--- src/rtl/f_register_file_scb.sv ---
// FP register file with per-register busy scoreboard, write-through read bypass,
// and the fflags/frm/fcsr control state with rounding-mode resolution.
module f_register_file_scb #(
    parameter int DATA_WIDTH = 32,
    parameter int NUM_READ   = 3,
    parameter int NUM_REGS   = 32
) (
    input  logic                           CLK,
    input  logic                           RST,
    input  logic [NUM_READ*5-1:0]          rs_addr,
    output logic [NUM_READ*DATA_WIDTH-1:0] rs_data,
    output logic [NUM_READ-1:0]            rs_busy,
    input  logic                           wen,
    input  logic [4:0]                     rd,
    input  logic [DATA_WIDTH-1:0]          w_data,
    input  logic                           w_single,
    input  logic                           exc_valid,
    input  logic [4:0]                     exc_flags,
    input  logic                           iss_valid,
    input  logic [4:0]                     iss_rd,
    input  logic                           csr_wen,
    input  logic [1:0]                     csr_sel,
    input  logic [7:0]                     csr_wdata,
    input  logic [2:0]                     instr_rm,
    output logic [4:0]                     fflags,
    output logic [2:0]                     frm,
    output logic [7:0]                     fcsr,
    output logic [2:0]                     rm_out,
    output logic                           rm_illegal
);

    logic [DATA_WIDTH-1:0] regs [NUM_REGS];
    logic [NUM_REGS-1:0]   busy;
    logic [DATA_WIDTH-1:0] wr_val;
    logic [4:0]            fflags_nxt;
    logic [2:0]            frm_nxt;

    // Single-precision results in a 64-bit file are NaN-boxed; the loop is empty at 32 bits.
    always_comb begin
        wr_val = w_data;
        for (int b = 32; b < DATA_WIDTH; b++) begin
            if (w_single) wr_val[b] = 1'b1;
        end
    end

    for (genvar i = 0; i < NUM_READ; i++) begin : g_read
        logic [4:0] addr;
        logic       hit;
        assign addr = rs_addr[5*i +: 5];
        assign hit  = wen && (rd == addr);
        assign rs_data[DATA_WIDTH*i +: DATA_WIDTH] = hit ? wr_val : regs[addr];
        // A same-cycle writeback releases the register; a same-cycle issue is not visible yet.
        assign rs_busy[i] = busy[addr] && !hit;
    end

    always_comb begin
        fflags_nxt = fflags;
        frm_nxt    = frm;
        if (csr_wen) begin
            case (csr_sel)
                2'b01: fflags_nxt = csr_wdata[4:0];
                2'b10: frm_nxt    = csr_wdata[2:0];
                2'b11: begin
                    frm_nxt    = csr_wdata[7:5];
                    fflags_nxt = csr_wdata[4:0];
                end
                default: ;
            endcase
        end
        // Exception flags accrue on top of whatever the CSR write left behind.
        if (exc_valid) fflags_nxt = fflags_nxt | exc_flags;
    end

    always_ff @(posedge CLK) begin
        if (RST) begin
            for (int r = 0; r < NUM_REGS; r++) regs[r] <= '0;
            busy   <= '0;
            fflags <= '0;
            frm    <= '0;
        end else begin
            if (wen) begin
                regs[rd] <= wr_val;
                busy[rd] <= 1'b0;
            end
            // Later assignment wins, so issue beats a writeback to the same register.
            if (iss_valid) busy[iss_rd] <= 1'b1;
            fflags <= fflags_nxt;
            frm    <= frm_nxt;
        end
    end

    assign fcsr       = {frm, fflags};
    assign rm_out     = (instr_rm == 3'b111) ? frm : instr_rm;
    assign rm_illegal = (rm_out == 3'b101) || (rm_out == 3'b110) || (rm_out == 3'b111);

endmodule

--- config.mk ---
export PLATFORM = sky130hd
export DESIGN_NAME = f_register_file_scb
export DESIGN_NICKNAME = d
export VERILOG_FILES = /design/src/rtl/f_register_file_scb.sv
export SDC_FILE = /design/constraint.sdc
export NUM_CORES = 2
export LEC_CHECK = 0
export ABC_CLOCK_PERIOD_IN_PS = 3300
export CORE_MARGIN = 2
export CORE_UTILIZATION = 50
export DETAILED_ROUTE_END_ITERATION = 10
export HOLD_SLACK_MARGIN = 0.03
export PLACE_DENSITY = 0.67
export SLEW_MARGIN = 20
export SYNTH_ARGS = -nofsm -noshare
export SYNTH_HDL_FRONTEND = slang
export SYNTH_SLANG_ARGS = --single-unit
--- constraint.sdc ---
create_clock -name CLK -period 3.3 [get_ports CLK]
set_input_delay 0.825 -clock CLK [delete_from_list [all_inputs] [get_ports CLK]]
set_output_delay 0.825 -clock CLK [all_outputs]
set_load 0.05 [all_outputs]
==> impl_results.md <==
* Status: complete, but fails checks
* Violations in the final reports: setup timing
* Placed instance area at 0.0777 mm²
* Main synth FF type: edfxtp_1
* Design Area, Final at 0.0914 mm²
* Mapped cell area at around 0.067 mm²
* Final Hold Fails at 0
* Tmin final at 3.83 ns
* Final cell count without fillers at 7695
* Synth Area per Inst at 13.2 µm²
* Initial antenna violation count at 11
* Static leakage at 33.5 nW
* Sw Ratio at 30.0%
* Req. time, crit path at around 2.5 ns
* Clk slew on worst S/H paths at 0.06 ns
* Rel. slew slack at a little over two fifths
* Clock sink count at 1064
* Share of cells above drive strength 1 at 46.6%
* Yosys reg bits at around 1.1k
* Critical Path Source Type: input port
* Int Pwr at 0.0274 W
* Area of the core at 0.133 mm²
* RR Startpoint: frm[1]
* Top cell type by total area after synthesis: edfxtp_1
* CP Data Arrival Time at 3.00 ns
* Root Driver: clkbuf_16
* Reg2reg path depth at 2
* Worst setup margin at -0.528 ns
* Synthesis warning total at 0
* Rows at 134
* Vias in the first global route at 54.5k
* Setup Viol. Count Final at 99
* Worst vdd ir at 0.418 mV
* Clk pwr share at 33.3%
* Net Count, Synth at 5146
* Reg power frac at 41.3%
* Die Width at 370 µm
* Post-route antenna net violation count at 0
* CTS Buf Count at 117
* Post-synth top area share at 46.0%
* Fraction of registers with async set/reset at 0%
* Setup CP Type: in2out
* Hold Startpoint: busy[21]
* Tcrit/Tclk final at 116%
* Measured slew at the worst slew-check pin at between 0.8 and 0.9 ns
* HP Class: reg2reg
* Pre-Repair DR Iteration Count at 7
* RSZ-0062 raised after global routing: true
* Post-DP HPWL at 179 mm
* Grt total ovfl at 0
* Via count at 56.3k
* Power Dens Cells at 428 mW/mm²
* Fmax at 261 MHz
* Final Max Slew Viols at 0
* Distinct cell type count of the synthesized netlist at 58
* Logic pwr share at approximately a quarter
* TritonCTS clock tree: built
* Clock skew at 0 ns
* Starting Density at 50.3%
* Max-Cap Viols at 0
* H-tree depth at 3
* DRT iter0 DRCs at 10.1k
* Final Hold Slack at just over 0.5 ns
* Most common library cells after synthesis: and2_1, edfxtp_1, mux4_2
* Cell count after synthesis at 5064
* Psw at between 0.01 and 0.015 W
* Die ar. at about 0.14 mm²
* All-Layer GR Usage at between 40% and 50%
* IO buf count at 199
* Crit path from: rs_addr[3]
* Vias/cell at 7.31
* Cell with the most instances after synthesis: and2_1
* EDFF count, synth at roughly 1.0k
* Area contributors post-synth: edfxtp_1, mux4_2, and2_1, mux2_2, mux2i_1
* Die Span Y at 370 µm
* Inst Count DP at 7168
* Nets@finish at 5902
* Final WL at 303 mm
* Global-route wire length before repair at 411 mm
* IO Count at 201
* CTS max path bufs at 3
* Clock Latency Late Sink at between 0.7 and 0.8 ns
* Placer congestion estimate at 0.980
* Drt drc at 0
* Cells on Worst Hold Path at 2
* Largest net degree at the start of global routing at 39
* Seq/Total Area, Yosys at 47.2%
* Hold buffer count at cts at 0
* Area Overhead vs Synth at 36.6%
* Worst Path Max Fanout at 8
* Crit end category: primary output
* Avg WL per Cell at approximately 39 µm
==> cells by family after synthesis <==
logic type / count (synthesis) / share of synthesized area (%)
and+or+nand+nor: 1559 / 13.7
muxes: 1169 / 27.7
DFF: 1064 / 47.2
AOI/OAI and AO/OA: 666 / 7.04
buffers and inverters: 591 / 4.18
xor gates and xnor gates: 15 / 0.196
==> metrics by stage <==
stage / utilization [%] / setup slack (ns) / total power, W / TNS (ns)
2_1_floorplan: - / -0.138 / 0.0206 / -3.34
3_3_place_gp: 58.3 / -1.31 / 0.0242 / -75.54
3_5_place_dp: 58.3 / -1.29 / 0.0243 / -78.02
4_1_cts: 66.7 / -0.381 / 0.0382 / -26.15
5_1_grt: 68.6 / -0.461 / 0.0396 / -30.13
6_report: 68.6 / -0.528 / 0.0391 / -31.28
==> what timing repair did <==
action | 4_1_cts | 5_1_grt
pin swaps | 181 | 176
gates cloned | 60 | 12
endpoints found under the setup margin | 99 | 99
buffers inserted | 188 | 101
resized for setup | 842 | 373
==> area by class of cell <==
type                       count  area [µm²]
sequential                  1064       31600
clock inverter                68         499
timing repair buffer        1193       16200
inverter                      34         134
clock buffer                 150        3190
tap                         1768        2210
fill                        8648       41800
multi-input combinational   3410       37600
antenna                        8        20.0
==> power groups by stage <==
| stage | combinational [W] | sequential, W | clock, W |
|---|---|---|---|
| detailed placement | 0.00795 | 0.0164 | 0 |
| finish | 0.00993 | 0.0161 | 0.0130 |
| global route | 0.00999 | 0.0162 | 0.0134 |
| global placement | 0.00792 | 0.0163 | 0 |
| CTS | 0.00919 | 0.0161 | 0.0129 |
| floorplan | 0.00444 | 0.0162 | 0 |
==> cell usage in the layout, fill, tap and decap left out, types with 60 or more instances in the layout <==
cell and n:
mux2_2 332, buf_4 482, o22ai_2 63, clkbuf_16 136, and2_1 1030, edfxtp_1 1024, mux4_2 509, clkdlybuf4s50_1 74
buf_8 60, a22oi_1 78, buf_16 71, buf_6 152, nand2_1 124, o22ai_1 78, mux2i_1 281, o22ai_4 61
buf_12 326
==> sequential cells by signal, indices dropped and copies added (netlist names) <==
register and count:
fflags 5, busy 32, regs 1024, frm 3
==> critical path, cell delays in order <==
cell and delay, ns:
buf_8 0.13, buf_12 0.14, buf_4 0.14, and2_4 0.15, nand3b_1 0.16, buf_6 0.18
buf_12 0.15, a211oi_4 0.05, nor4_4 0.63, a22o_4 0.27, buf_12 0.15
==> path summary, 6_finish.rpt <==
path | end | slack, ns
setup reg to reg | frm[1] | 2.51
setup / recovery | rs_data[11] | -0.53
hold / removal | busy[21] | 0.51
hold reg to reg | busy[21] | 0.51
==> per-layer routing <==
layer	up-vias	share of wire [%]	GRT usage, %
li1	21200	-	-
met2	5809	41	59.9
met1	27800	33	54.2
met4	4	8.9	30.4
met5	-	0.038	0.280
met3	1462	17	17.7
Power figures use the tool's default switching activity.
